$ cat src/rtl/sys_pkg.sv
// rtl/sys_pkg.sv - shared opcodes and FSM state encoding for the command decoders
package sys_pkg;

    localparam logic [7:0] CMD_WR = 8'hAA;
    localparam logic [7:0] CMD_RD = 8'hBB;

    typedef enum logic [2:0] {
        ST_IDLE    = 3'd0,
        ST_WR_ADDR = 3'd1,
        ST_WR_DATA = 3'd2,
        ST_RD_ADDR = 3'd3,
        ST_RD_WAIT = 3'd4,
        ST_TX_SEND = 3'd5
    } state_e;

endpackage

$ cat src/rtl/sys_cmd_decoder_if.sv
// rtl/sys_cmd_decoder_if.sv - UART/register-file bundle seen by the command decoder
interface sys_cmd_decoder_if #(
    parameter int DATA_WIDTH = 8,
    parameter int ADDR_WIDTH = 4
);
    logic [DATA_WIDTH-1:0] RX_P_DATA;
    logic                  RX_D_VLD;
    logic [DATA_WIDTH-1:0] RdData;
    logic                  RdData_VLD;
    logic                  TX_BUSY;
    logic                  WrEn;
    logic                  RdEn;
    logic [ADDR_WIDTH-1:0] Address;
    logic [DATA_WIDTH-1:0] WrData;
    logic [DATA_WIDTH-1:0] TX_P_DATA;
    logic                  TX_D_VLD;
    logic                  CMD_ERR;

    // Decoder side
    modport slave (
        input  RX_P_DATA, RX_D_VLD, RdData, RdData_VLD, TX_BUSY,
        output WrEn, RdEn, Address, WrData, TX_P_DATA, TX_D_VLD, CMD_ERR
    );

    // Environment side (UART + register file)
    modport master (
        output RX_P_DATA, RX_D_VLD, RdData, RdData_VLD, TX_BUSY,
        input  WrEn, RdEn, Address, WrData, TX_P_DATA, TX_D_VLD, CMD_ERR
    );
endinterface

$ cat src/rtl/sys_cmd_decoder.sv
// rtl/sys_cmd_decoder.sv - UART byte-frame decoder driving register file reads/writes
module sys_cmd_decoder
    import sys_pkg::*;
#(
    parameter int                    DATA_WIDTH = 8,
    parameter int                    ADDR_WIDTH = 4,
    parameter logic [DATA_WIDTH-1:0] CMD_WR     = sys_pkg::CMD_WR,
    parameter logic [DATA_WIDTH-1:0] CMD_RD     = sys_pkg::CMD_RD,
    parameter int                    RD_TIMEOUT = 4
) (
    input  logic              clk,
    input  logic              rst,
    sys_cmd_decoder_if.slave  bus
);

    localparam int CNT_W = $clog2(RD_TIMEOUT + 1);

    state_e                state_q, state_d;
    logic [CNT_W-1:0]      cnt_q, cnt_d;
    logic [ADDR_WIDTH-1:0] addr_q, addr_d;
    logic [DATA_WIDTH-1:0] wr_data_q, wr_data_d;
    logic [DATA_WIDTH-1:0] tx_data_q, tx_data_d;
    logic                  wr_en_q, wr_en_d;
    logic                  rd_en_q, rd_en_d;
    logic                  tx_vld_q, tx_vld_d;
    logic                  cmd_err_q, cmd_err_d;

    // Next-state and next-output decode; every output is registered one cycle later
    always_comb begin
        state_d   = state_q;
        cnt_d     = cnt_q;
        addr_d    = addr_q;
        wr_data_d = wr_data_q;
        tx_data_d = tx_data_q;
        wr_en_d   = 1'b0;
        rd_en_d   = 1'b0;
        tx_vld_d  = 1'b0;
        cmd_err_d = 1'b0;
        case (state_q)
            ST_IDLE: begin
                if (bus.RX_D_VLD) begin
                    if (bus.RX_P_DATA == CMD_WR)      state_d = ST_WR_ADDR;
                    else if (bus.RX_P_DATA == CMD_RD) state_d = ST_RD_ADDR;
                    else                              cmd_err_d = 1'b1;
                end
            end
            ST_WR_ADDR: begin
                if (bus.RX_D_VLD) begin
                    addr_d  = bus.RX_P_DATA[ADDR_WIDTH-1:0];
                    state_d = ST_WR_DATA;
                end
            end
            ST_WR_DATA: begin
                if (bus.RX_D_VLD) begin
                    wr_data_d = bus.RX_P_DATA;
                    wr_en_d   = 1'b1;
                    state_d   = ST_IDLE;
                end
            end
            ST_RD_ADDR: begin
                if (bus.RX_D_VLD) begin
                    addr_d  = bus.RX_P_DATA[ADDR_WIDTH-1:0];
                    rd_en_d = 1'b1;
                    cnt_d   = '0;
                    state_d = ST_RD_WAIT;
                end
            end
            ST_RD_WAIT: begin
                // Counter holds the number of cycles elapsed since the RdEn cycle
                if (bus.RX_D_VLD) cmd_err_d = 1'b1;
                if (bus.RdData_VLD) begin
                    tx_data_d = bus.RdData;
                    state_d   = ST_TX_SEND;
                end else if (cnt_q == CNT_W'(RD_TIMEOUT)) begin
                    cmd_err_d = 1'b1;
                    state_d   = ST_IDLE;
                end else begin
                    cnt_d = cnt_q + CNT_W'(1);
                end
            end
            ST_TX_SEND: begin
                if (bus.RX_D_VLD) cmd_err_d = 1'b1;
                if (!bus.TX_BUSY) begin
                    tx_vld_d = 1'b1;
                    state_d  = ST_IDLE;
                end
            end
            default: state_d = ST_IDLE;
        endcase
    end

    // State and output registers; reset abandons any frame and pending strobe
    always_ff @(posedge clk or posedge rst) begin
        if (rst) begin
            state_q   <= ST_IDLE;
            cnt_q     <= '0;
            addr_q    <= '0;
            wr_data_q <= '0;
            tx_data_q <= '0;
            wr_en_q   <= 1'b0;
            rd_en_q   <= 1'b0;
            tx_vld_q  <= 1'b0;
            cmd_err_q <= 1'b0;
        end else begin
            state_q   <= state_d;
            cnt_q     <= cnt_d;
            addr_q    <= addr_d;
            wr_data_q <= wr_data_d;
            tx_data_q <= tx_data_d;
            wr_en_q   <= wr_en_d;
            rd_en_q   <= rd_en_d;
            tx_vld_q  <= tx_vld_d;
            cmd_err_q <= cmd_err_d;
        end
    end

    assign bus.WrEn      = wr_en_q;
    assign bus.RdEn      = rd_en_q;
    assign bus.Address   = addr_q;
    assign bus.WrData    = wr_data_q;
    assign bus.TX_P_DATA = tx_data_q;
    assign bus.TX_D_VLD  = tx_vld_q;
    assign bus.CMD_ERR   = cmd_err_q;

endmodule

$ cat src/flat_wrapper.sv
// flat-port wrapper written by rule: the top's interface ports become plain ports
module sys_cmd_decoder_flat import sys_pkg::*;
#(
    parameter int                    DATA_WIDTH = 8,
    parameter int                    ADDR_WIDTH = 4,
    parameter logic [DATA_WIDTH-1:0] CMD_WR     = sys_pkg::CMD_WR,
    parameter logic [DATA_WIDTH-1:0] CMD_RD     = sys_pkg::CMD_RD,
    parameter int                    RD_TIMEOUT = 4
)
  (clk, rst, bus_RX_P_DATA, bus_RX_D_VLD, bus_RdData, bus_RdData_VLD, bus_TX_BUSY, bus_WrEn, bus_RdEn, bus_Address, bus_WrData, bus_TX_P_DATA, bus_TX_D_VLD, bus_CMD_ERR);
  sys_cmd_decoder_if #(.DATA_WIDTH(DATA_WIDTH), .ADDR_WIDTH(ADDR_WIDTH)) bus_i ();
  input  logic clk;
  input  logic rst;
  input wire logic [$bits(bus_i.RX_P_DATA)-1:0] bus_RX_P_DATA;
  input wire logic [$bits(bus_i.RX_D_VLD)-1:0] bus_RX_D_VLD;
  input wire logic [$bits(bus_i.RdData)-1:0] bus_RdData;
  input wire logic [$bits(bus_i.RdData_VLD)-1:0] bus_RdData_VLD;
  input wire logic [$bits(bus_i.TX_BUSY)-1:0] bus_TX_BUSY;
  output wire logic [$bits(bus_i.WrEn)-1:0] bus_WrEn;
  output wire logic [$bits(bus_i.RdEn)-1:0] bus_RdEn;
  output wire logic [$bits(bus_i.Address)-1:0] bus_Address;
  output wire logic [$bits(bus_i.WrData)-1:0] bus_WrData;
  output wire logic [$bits(bus_i.TX_P_DATA)-1:0] bus_TX_P_DATA;
  output wire logic [$bits(bus_i.TX_D_VLD)-1:0] bus_TX_D_VLD;
  output wire logic [$bits(bus_i.CMD_ERR)-1:0] bus_CMD_ERR;
  assign bus_i.RX_P_DATA = bus_RX_P_DATA;
  assign bus_i.RX_D_VLD = bus_RX_D_VLD;
  assign bus_i.RdData = bus_RdData;
  assign bus_i.RdData_VLD = bus_RdData_VLD;
  assign bus_i.TX_BUSY = bus_TX_BUSY;
  assign bus_WrEn = bus_i.WrEn;
  assign bus_RdEn = bus_i.RdEn;
  assign bus_Address = bus_i.Address;
  assign bus_WrData = bus_i.WrData;
  assign bus_TX_P_DATA = bus_i.TX_P_DATA;
  assign bus_TX_D_VLD = bus_i.TX_D_VLD;
  assign bus_CMD_ERR = bus_i.CMD_ERR;
  sys_cmd_decoder #(.DATA_WIDTH(DATA_WIDTH), .ADDR_WIDTH(ADDR_WIDTH), .CMD_WR(CMD_WR), .CMD_RD(CMD_RD), .RD_TIMEOUT(RD_TIMEOUT)) u_core (.clk(clk), .rst(rst), .bus(bus_i));
endmodule
$ cat config.mk
export PLATFORM = sky130hd
export DESIGN_NAME = sys_cmd_decoder_flat
export DESIGN_NICKNAME = d
export VERILOG_FILES = /design/src/rtl/sys_pkg.sv /design/src/rtl/sys_cmd_decoder_if.sv /design/src/rtl/sys_cmd_decoder.sv /design/src/flat_wrapper.sv
export SDC_FILE = /design/constraint.sdc
export NUM_CORES = 1
export LEC_CHECK = 0
export CELL_PAD_IN_SITES_DETAIL_PLACEMENT = 2
export CELL_PAD_IN_SITES_GLOBAL_PLACEMENT = 2
export CORE_ASPECT_RATIO = 1.25
export CORE_MARGIN = 2
export CORE_UTILIZATION = 28
export CTS_CLUSTER_DIAMETER = 80
export CTS_CLUSTER_SIZE = 12
export DETAILED_ROUTE_END_ITERATION = 8
export GPL_ROUTABILITY_DRIVEN = 1
export PLACE_DENSITY_LB_ADDON = 0.1
export SYNTH_ARGS = -nofsm -noshare
export SYNTH_HDL_FRONTEND = slang
export SYNTH_SLANG_ARGS = --single-unit
$ cat constraint.sdc
create_clock -name clk -period 1.9 [get_ports clk]
set_input_delay 0.38 -clock clk [delete_from_list [all_inputs] [get_ports clk]]
set_output_delay 0.38 -clock clk [all_outputs]
set_load 0.01 [all_outputs]
-- Word-level counts from Yosys, hierarchy flattened
Cells that the tools add are included.
- add/sub/neg operators: 1
- equal/unequal tests: 17
- mux-type cells: 24
- reduce and logical (&&, ||, !) cells: 8
- operators by type and width (kind ; count):
    2-to-1 mux 3 bit ; 11
    one-hot mux 3 bit (6 select lines) ; 1
    equality test 8 bit, second input constant ; 2
    inequality test 2 bit, second input constant ; 7
    2-to-1 mux 1 bit ; 10
    equality test 3 bit, second input constant ; 3
    AND reduction 7 bit ; 1
    equality test 3 x 2 -> 1 bit, second input constant ; 2
    one-hot mux 3 bit (2 select lines) ; 1
    AND reduction 2 bit ; 3
    AND reduction 4 bit ; 1
    adder 3 x 1 -> 3 bit, second input constant ; 1
    equality test 3 x 1 -> 1 bit, second input constant ; 1
    logical NOT 3 bit ; 1
    inequality test 3 x 1 -> 1 bit, second input constant ; 1
    inequality test 3 x 2 -> 1 bit, second input constant ; 1
    one-hot mux 1 bit (3 select lines) ; 1
    nonzero test 2 bit ; 1
    OR reduction 2 bit ; 1
- register bits: 30
- input port bits: 21
- logic and storage cells: 59

-- Logic depth before layout (Yosys ltp)
Gate-level depths: netlist of run 1.
- depth after elaboration: 5
- mapped depth: 6
- gate-level depth less buffers: 6

-- Least setup slack after synthesis of run 1
No wires, ideal clock.
- path type: reg-to-reg
- start: register u_core.cnt_q[0]
- end: register u_core.state_q[2]
- setup time: 130 ps
- arrival time: 1254 ps
- data required time: 1770 ps
- path slack: 516 ps
- cell stages (with the launch flop): 7
- period minus slack after synthesis: 1384 ps
- cell sequence: dfrtp_1 inv_1 ha_1 nand2_1 a211oi_4 a21boi_1 o22ai_1
- word-level cells in the longest chain between the ends: 3
- RTL lines (element ; RTL line ; text):
    from (decl) ; sys_cmd_decoder.sv:19 ; logic [CNT_W-1:0] cnt_q, cnt_d;
    from (signal assigned) ; sys_cmd_decoder.sv:106 ; cnt_q <= cnt_d;
    equality test 3 bit ; sys_cmd_decoder.sv:74 ; end else if (cnt_q == CNT_W'(RD_TIMEOUT)) begin
    inequality test 3 x 2 -> 1 bit (no source line) ; n/a ;
    AND reduction 7 bit (no source line) ; n/a ;
    to (signal assigned) ; sys_cmd_decoder.sv:105 ; state_q <= state_d;
    to (decl) ; sys_cmd_decoder.sv:18 ; state_e state_q, state_d;
No other way between the ends.
A chain may end at the register's enable or synchronous reset.

-- Final worst setup path of run 1
Same ends and word-level chain as after synthesis.

==> impl_metrics.toml, run 1 <==
[cts]
max-clock-path-buffers = 2
clkLatencyLatePin_ns = 0.28
cts_root_buf = "clkbuf_8"
clk_pin_slew_worst_paths_ns = 0.06
cts_inserted_buffers = 5
ctsHoldBuffers = 0
postCtsSetupBuffers = 0
clock_sinks = 30
postCtsResizedCells = 0
tritoncts = "yes"
htree_num_levels = 2

[grt]
grt.total_usage_pct = 14.3
grt_pass1_wl_um = 5520
grt_max_degree = 31
grt_overflow = 0
grt_pass1_vias = 1120
antenna_found_initial = 0

[die]
core_area_um2 = 4430
dieArea_um2 = 5180
num_rows = 27
die_w_um = 64.8
start_util_pct = 29.2
ios = 45
chipHeight_um = 80

[finish]
antenna_cells = 0
fin_area_um2 = 1950
drive_above_1_share_pct = 24.5
regArea_um2 = 751
syn_to_final_growth_pct = 51.1
nets = 173
multi_input_area_um2 = 508
nFillCells = 467
fin_util_pct = 44.2

[power_and_ir_drop]
internal_power_w = 0.00152
switching_share_pct = 25.8
power.density_nw_per_um2 = 1040
power_frac_comb_pct = 28.5
pwr-share-seq_pct = 42.3
switching_power_w = 0.000527
pwr-share-clk_pct = 29.2
ir_drop_uv = 608
leakagePower_nw = 0.839

[yosys]
synth-seq-area-share_pct = 58.0
syn_inst = 96
postSynthAreaPerCell_um2 = 13.5
ys_types = 30
ys_seq_elements = 30
syn_nets = 119
yosysWarnings = 0
netlist_area_um2 = 1290

[routing]
drtPass1Iterations = 3
initialDrtViolationCount = 15
via_per_inst = 4.63
drt-total-wl_um = 3250
post_drt_wl_per_cell_um = 15.6
vias = 968
drc = 0
antenna_left = 0

[worst_setup_path]
crit_arrival_ns = 1.80
crit_type = "reg2reg"
r2r-end = "u_core.state_q[2]"
end_kind = "register"
path_max_fanout = 5
cp.required_ns = 2.06
reg2reg_depth = 6
timing.rr.start = "u_core.cnt_q[0]"
startpoint_type = "register"
rrSetupSlack_ns = 0.26

[timing]
hold_viol = 0
tightest_slew_ns = 0.378
fin_crit_sh_pct = 86.3
period_minus_slack_ns = 1.64
skew_ns = 0.00229
rsz0062_at_grt = "no"
drv_slew = 0
finalSetupTns_ns = 0
fmax_mhz = 610
max-slew-margin-rel_pct = 74.8
setup_viol = 0

[placement]
portBuffers = 44
gp_congestion = 0.732
hpwl_um = 2560
place_area_um2 = 1840

[job]
cap_violations = 0

[worst_hold_path]
hold_path.class = "in2async"

[status]
status = "completed"
kinds of logic after synthesis:
| group | count (synthesis) | share of synthesized area, % |
|---|---|---|
| flip-flops | 30 | 58.0 |
| buffers and inverters | 8 | 2.71 |
| adder cells (fa/ha/maj) | 2 | 1.93 |
| multiplexers | 20 | 17.4 |
| XOR/XNOR | 1 | 0.677 |
| AO/OA/AOI/OAI | 14 | 8.22 |
| AND/OR/NAND/NOR | 21 | 11.0 |
stage by stage:
step	hold WS (ns)	setup WS [ns]	instances	power (W)
after global routing	0.528	0.129	209	0.00217
after floorplan	0.446	0.516	96	0.00111
after CTS	0.503	0.234	209	0.00208
after global placement	0.488	0.0805	201	0.00144
after detailed placement	0.492	0.0187	201	0.00147
final	0.489	0.260	209	0.00204
worst max-delay path by stage:
stage	start	to	cells past startpoint
3_5_place_dp	bus_RdData_VLD	u_core.state_q[2]	5
5_1_grt	u_core.cnt_q[0]	u_core.state_q[2]	6
6_report	u_core.cnt_q[0]	u_core.state_q[2]	6
4_1_cts	u_core.cnt_q[0]	u_core.state_q[2]	6
2_1_floorplan	u_core.cnt_q[0]	u_core.state_q[2]	6
3_3_place_gp	bus_RdData_VLD	u_core.state_q[2]	5
synthesized netlist by cell type, drive strengths merged:
cell / number / share of area, %
o2bb2ai: 2 / 1.4
nor4b: 1 / 1.8
a31oi: 1 / 0.48
a31o: 1 / 0.68
nand3: 4 / 1.5
and4: 2 / 1.4
mux2: 20 / 17
nor2b: 1 / 0.48
a21oi: 1 / 0.39
o22ai: 2 / 0.97
nand3b: 1 / 0.58
nand2b: 1 / 0.48
nor2: 4 / 1.2
nor4: 1 / 0.48
nor3: 1 / 0.39
xnor2: 1 / 0.68
inv: 6 / 1.7
nand2: 3 / 0.87
ha: 2 / 1.9
a41oi: 1 / 0.68
dfrtp: 30 / 58
a21boi: 1 / 0.58
a211oi: 1 / 1.5
o21ai: 4 / 1.5
and4b: 2 / 1.8
buf: 2 / 0.97
layer usage:
layer  global-route usage, %  part of all wire [%]  up-vias
li1                        -                     -      453
met2                    25.9                    54       32
met1                    15.2                    38      478
met4                    3.83                   1.2        0
met3                    5.64                   6.6        5
met5                       0                     0        -
registers in the layout, summed over array words and instances (netlist names):
signal	flops
u_core.cnt_q	3
u_core.bus.TX_P_DATA	8
u_core.bus.WrEn	1
u_core.bus.TX_D_VLD	1
u_core.bus.RdEn	1
u_core.bus.CMD_ERR	1
u_core.bus.Address	4
u_core.state_q	3
u_core.bus.WrData	8
layout make-up:
class / instances / area share (%)
sequential: 30 / 38.4
multi-input combinational: 58 / 26.0
timing repair buffer: 49 / 25.1
clock buffer: 8 / 5.63
tap: 58 / 3.71
inverter: 6 / 1.15
critical path: stages (launching register included):
cell	delay, ns
dfrtp_1	0.38
inv_1	0.10
ha_1	0.18
nand2_1	0.16
a211oi_4	0.34
a21boi_1	0.25
o22ai_1	0.11
placed cells by master (no fill, tap or decap), types with 3 or more instances in the layout:
cell type,instances
dfrtp_1,30
o21ai_0,3
buf_4,4
clkdlybuf4s50_1,44
clkbuf_8,8
nand2_1,3
mux2_2,20
nand3_1,4
inv_1,5
nor2_1,4
power by group through the flow:
stage          sequential, W  clock [W]  combinational [W]
2_1_floorplan       0.000927          0           0.000181
3_3_place_gp        0.000868          0           0.000571
3_5_place_dp        0.000882          0           0.000591
4_1_cts             0.000870   0.000612           0.000596
5_1_grt             0.000888   0.000636           0.000645
6_report            0.000864   0.000596           0.000582
No activity file was read; power rests on OpenSTA's default activity.
==> run 2: changes to the inputs <==
--- a/config.mk
+++ b/config.mk
@@ -8,13 +8,12 @@
 export CELL_PAD_IN_SITES_DETAIL_PLACEMENT = 2
 export CELL_PAD_IN_SITES_GLOBAL_PLACEMENT = 2
 export CORE_ASPECT_RATIO = 1.25
-export CORE_MARGIN = 2
 export CORE_UTILIZATION = 28
 export CTS_CLUSTER_DIAMETER = 80
 export CTS_CLUSTER_SIZE = 12
 export DETAILED_ROUTE_END_ITERATION = 8
 export GPL_ROUTABILITY_DRIVEN = 1
-export PLACE_DENSITY_LB_ADDON = 0.1
+export PLACE_DENSITY = 0.83
 export SYNTH_ARGS = -nofsm -noshare
 export SYNTH_HDL_FRONTEND = slang
 export SYNTH_SLANG_ARGS = --single-unit
==> constraint.sdc (replaced) <==
create_clock -name clk -period 1.6 [get_ports clk]
set_input_delay 0.32 -clock clk [delete_from_list [all_inputs] [get_ports clk]]
set_output_delay 0.32 -clock clk [all_outputs]
set_load 0.01 [all_outputs]
==> run 2 against run 1 <==
Against the previous run:
- hold slack lost 0.068 ns
- register-to-register slack worse by 0.16 ns
- final cell count increased by 3.3%
- cell area rose by 2.4%
- sequential share of layout area shrank 0.91 points
- clock power up 4.5%
- largest cell class unchanged
- largest power group unchanged
==> impl_metrics.toml, run 2 (synthesis results as in run 1) <==
[status]
status = "completed"

[worst_setup_path]
cpMostUsedCell = "o2bb2ai_1"
crit_buf_inv = 2
cp_slowest_stage_delay_ns = 0.49
path_max_fanout = 3
crit_arrival_ns = 1.71
crit_family = "buffers and inverters"
path_cells = "clkdlybuf4s50_1 > nor4b_4 > buf_4 > o2bb2ai_1 > o21ai_1 > o2bb2ai_1"
crit_type = "in2reg"
end_kind = "register"
slowest_stage = "clkdlybuf4s50_1"
cp-startpoint = "bus_RdData_VLD"
cp.required_ns = 1.76
startpoint_type = "input port"
timing.rr.start = "u_core.state_q[1]"

[finish]
final_common_cell = "clkdlybuf4s50_1"
fin_util_pct = 45.2
regArea_um2 = 751
multi_input_area_um2 = 522
syn_to_final_growth_pct = 54.7
nets = 180
antenna_cells = 0
layout_common_cells = "clkdlybuf4s50_1 (44), dfrtp_1 (30), mux2_2 (20), buf_4 (11), clkbuf_8 (6)"
stdcell_count = 216
nFillCells = 440
fin_area_um2 = 2000
drive_above_1_share_pct = 30.4

[placement]
gp_congestion = 0.761
hpwl_um = 2760
portBuffers = 44
place_area_um2 = 1880
place_inst = 206

[routing]
drtPass1Iterations = 2
via_per_inst = 4.76
drt-total-wl_um = 3640
vias = 1028
drc = 0
post_drt_wl_per_cell_um = 16.9
antenna_left = 0
initialDrtViolationCount = 8

[cts]
clk_pin_slew_worst_paths_ns = 0.06
clock_sinks = 30
clkLatencyLatePin_ns = 0.28
htree_num_levels = 2
cts_inserted_buffers = 5
max-clock-path-buffers = 2
tritoncts = "yes"
ctsHoldBuffers = 0
cts_root_buf = "clkbuf_8"

[die]
num_rows = 27
chipHeight_um = 78
die_w_um = 62.8
dieArea_um2 = 4900
start_util_pct = 29.2
core_area_um2 = 4430
ios = 45

[timing]
max-slew-margin-rel_pct = 74.4
fmax_mhz = 647
fin_crit_sh_pct = 96.7
setup_viol = 0
drv_slew = 0
finalSetupTns_ns = 0
hold_viol = 0
period_minus_slack_ns = 1.55
tightest_slew_ns = 0.383
skew_ns = 0.00640

[grt]
antenna_found_initial = 0
grt_max_degree = 31
grt_pass1_vias = 1159
grt_overflow = 0
grt_pass1_wl_um = 5990
grt.total_usage_pct = 16.5

[worst_hold_path]
hold_path.class = "in2async"

[power_and_ir_drop]
ir_drop_uv = 620
power.density_nw_per_um2 = 1190
leakagePower_nw = 0.875

[job]
cap_violations = 0
==> run 2: cell count changes in the layout (fill, tap and decap cells not counted), moves of 2 or more <==
cell	previous run	this run
clkbuf_8	8	6
inv_1	5	3
buf_4	4	11
inv_2	1	3
==> run 2: through the flow <==
stage / total power, W / hold slack (ns) / worst slack (ns)
final: 0.00238 / 0.421 / 0.0535
after global routing: 0.00251 / 0.453 / -0.00255
after CTS: 0.00241 / 0.435 / 0.0351
after detailed placement: 0.00177 / 0.495 / -0.201
after global placement: 0.00171 / 0.488 / -0.0986
after floorplan: 0.00132 / 0.386 / 0.216
==> run 2: power by group <==
part / leakage [nW] / internal (W) / switching, W
clock network: 0.0482 / 0.000346 / 0.000277
logic: 0.432 / 0.000447 / 0.000273
registers: 0.394 / 0.000934 / 0.000101
total: 0.875 / 0.00173 / 0.000651
==> run 2: final cells by class <==
type                            instances  area share (%)
Timing Repair Buffer                   56            27.1
Clock inverter                          1           0.250
Multi-Input combinational cell         58            26.1
Inverter                                6            1.13
Sequential cell                        30            37.5
Clock buffer                            7            4.31
Tap cell                               58            3.62
==> run 2: final timing paths <==
| check | cells after the start | endpoint | slack [ns] |
|---|---|---|---|
| max | 6 | u_core.cnt_q[2] | 0.05 |
| min | 3 | u_core.bus.WrEn | 0.42 |
| max reg2reg | 4 | u_core.bus.TX_P_DATA[7] | 0.10 |
| min reg2reg | 1 | u_core.bus.TX_P_DATA[3] | 0.50 |
| max in group asynchronous | 3 | u_core.bus.TX_P_DATA[3] | 0.90 |
| min in group clk | 1 | u_core.bus.TX_P_DATA[3] | 0.50 |
==> run 2: worst min-delay path, delay by kind of cell <==
kind                   cells  cell delay, ns
buffers and inverters      3            0.78
==> run 2: timing repair <==
action,in CTS,in global routing
gates resized for setup,0,6
setup buffers,0,2
setup endpoints to repair,0,15
==> run 2: per-layer routing <==
metal  track usage, %  share of wire [%]  up-vias  routed length [µm]
met1             17.2                 38      517                1400
met4             9.07                2.4        0                  87
met2             29.9                 55       38                2010
met5                0                  0        -                   0
met3             3.97                3.9        9                 142
li1                 -                  -      464                   -
==> run 3: changes to the inputs <==
--- a/config.mk
+++ b/config.mk
@@ -7,9 +7,8 @@
 export LEC_CHECK = 0
 export CELL_PAD_IN_SITES_DETAIL_PLACEMENT = 2
 export CELL_PAD_IN_SITES_GLOBAL_PLACEMENT = 2
-export CORE_ASPECT_RATIO = 1.25
 export CORE_UTILIZATION = 28
-export CTS_CLUSTER_DIAMETER = 80
+export CTS_CLUSTER_DIAMETER = 100
 export CTS_CLUSTER_SIZE = 12
 export DETAILED_ROUTE_END_ITERATION = 8
 export GPL_ROUTABILITY_DRIVEN = 1
==> run 3 against run 2 <==
Against the previous run:
- sequential power about the same
- critical path type is now reg2out
- setup slack improved by 0.015 ns
- non-clock buffer count decreased by 1
- clock skew decreased by 0.0021 ns
- first-iteration DRC count increased by 25%
- die area about the same
- maximum frequency increased by 1.0%
- flip-flop and latch count unchanged
- global-route usage increased by 0.16 points
- clock power increased by 21%
- sequential share of layout area increased by 0.37 points
- count of clock-buffer cells in the layout decreased by 2
==> impl_metrics.toml, run 3 (synthesis results as in run 1) <==
[routing]
drtPass1Iterations = 4
post_drt_wl_per_cell_um = 16.8
drt-total-wl_um = 3520
vias = 1015
initialDrtViolationCount = 10
drc = 0
via_per_inst = 4.86
antenna_left = 0

[placement]
preCtsSetupSlack_ns = -0.238
portBuffers = 44
gp_congestion = 0.779
place_area_um2 = 1850
hpwl_um = 2610

[worst_setup_path]
cp.required_ns = 1.28
path_cells = "clkdlybuf4s50_1"
crit_arrival_ns = 1.21
cp.depth = 1
crit_family = "buffers and inverters"
crit_type = "reg2out"
end_kind = "output pin"
slowest_stage = "clkdlybuf4s50_1"
path_max_fanout = 2
reg2reg_depth = 6
crit_buf_inv = 1
cp_slowest_stage_delay_ns = 0.57
startpoint_type = "register"

[power_and_ir_drop]
switching_power_w = 0.000656
power_frac_comb_pct = 28.3
pwr-share-seq_pct = 41.5
internal_power_w = 0.00183
ir_drop_uv = 481
power.density_nw_per_um2 = 1250
pwr-share-clk_pct = 30.2
leakagePower_nw = 0.866
switching_share_pct = 26.4

[finish]
multi_input_area_um2 = 514
nets = 179
drive_above_1_share_pct = 29.9
fin_area_um2 = 1990
regArea_um2 = 752
nFillCells = 437
final_common_cell = "clkdlybuf4s50_1"
syn_to_final_growth_pct = 53.5
layout_common_cells = "clkdlybuf4s50_1 (44), dfrtp_1 (29), mux2_2 (20), buf_4 (11), clkbuf_8 (5)"
antenna_cells = 0

[cts]
clock_sinks = 30
cts_inserted_buffers = 5
cts_root_buf = "clkbuf_8"
clkLatencyLatePin_ns = 0.28
max-clock-path-buffers = 2
htree_num_levels = 2
tritoncts = "yes"
clk_pin_slew_worst_paths_ns = 0.07

[grt]
antenna_found_initial = 0
grt.met1_usage_pct = 18.8
grt_max_degree = 31
grt_overflow = 0
grt_pass1_wl_um = 6130
met2_usage_pct = 27.5
grt_pass1_vias = 1180
top_usage_layer = "met2"
grt.total_usage_pct = 16.6
grt_use_met3_pct = 5.92

[timing]
finalSetupTns_ns = 0
skew_ns = 0.00431
hold_viol = 0
max-slew-margin-rel_pct = 73.9
drv_slew = 0
fin_crit_sh_pct = 95.7
rsz0062_at_grt = "no"
tightest_slew_ns = 0.391
fmax_mhz = 653
setup_viol = 0
period_minus_slack_ns = 1.53
fin_ws_ns = 0.0690

[worst_hold_path]
hold_path.class = "in2async"

[status]
status = "completed"

[die]
dieArea_um2 = 4900
die_w_um = 70.0
chipHeight_um = 70.0
ios = 45
num_rows = 24
start_util_pct = 29.5
core_area_um2 = 4380

[job]
cap_violations = 0
==> run 3: cell types whose count changed in the layout (fill, tap and decap cells not counted), sizes merged <==
cell / previous run / this run
buf: 12 / 11
clkinv: 1 / 2
bufinv: 0 / 1
clkbuf: 7 / 5
==> run 3: path summary, 6_finish.rpt <==
check / startpoint / endpoint / slack (ns)
setup / recovery: u_core.bus.Address[2] / bus_Address[2] / 0.07
hold / removal: rst / u_core.bus.TX_P_DATA[2] / 0.42
setup reg to reg: u_core.cnt_q[0] / u_core.state_q[2] / 0.10
hold reg to reg: u_core.bus.TX_P_DATA[0] / u_core.bus.TX_P_DATA[0] / 0.51
max in group asynchronous: rst / u_core.state_q[2] / 0.87
min in group clk: u_core.bus.TX_P_DATA[0] / u_core.bus.TX_P_DATA[0] / 0.51
==> run 3: what timing repair did <==
action                     CTS  global route
hold buffers                 0             0
setup buffers                0             2
setup endpoints to repair    0            13
resized for setup            0             4
==> run 3: cell type report <==
cell class | instances | share of cell area [%]
sequential | 30 | 37.9
timing repair buffer | 55 | 26.3
multi-input combinational | 58 | 25.9
clock buffer | 5 | 3.47
tap | 52 | 3.28
clock inverter | 3 | 2.02
inverter | 6 | 1.13
==> run 3: routing by layer <==
layer  wire (µm)  part of all wire [%]
met5           0                     0
met4          69                   2.0
met3         219                   6.2
met2        1830                    52
met1        1400                    40
==> run 3: power by group through the flow <==
| stage | registers (W) | logic [W] | clock network [W] |
|---|---|---|---|
| after floorplan | 0.00110 | 0.000214 | 0 |
| after global placement | 0.00103 | 0.000675 | 0 |
| after detailed placement | 0.00105 | 0.000700 | 0 |
| after CTS | 0.00104 | 0.000711 | 0.000779 |
| after global routing | 0.00106 | 0.000763 | 0.000812 |
| final | 0.00103 | 0.000702 | 0.000752 |
==> run 3: metrics by stage <==
step	util, %	power (W)	cells	hold slack (ns)
2_1_floorplan	-	0.00132	96	0.386
3_3_place_gp	42.3	0.00171	199	0.489
3_5_place_dp	42.3	0.00175	199	0.497
4_1_cts	44.8	0.00253	207	0.433
5_1_grt	45.3	0.00263	209	0.445
6_report	45.3	0.00249	209	0.424
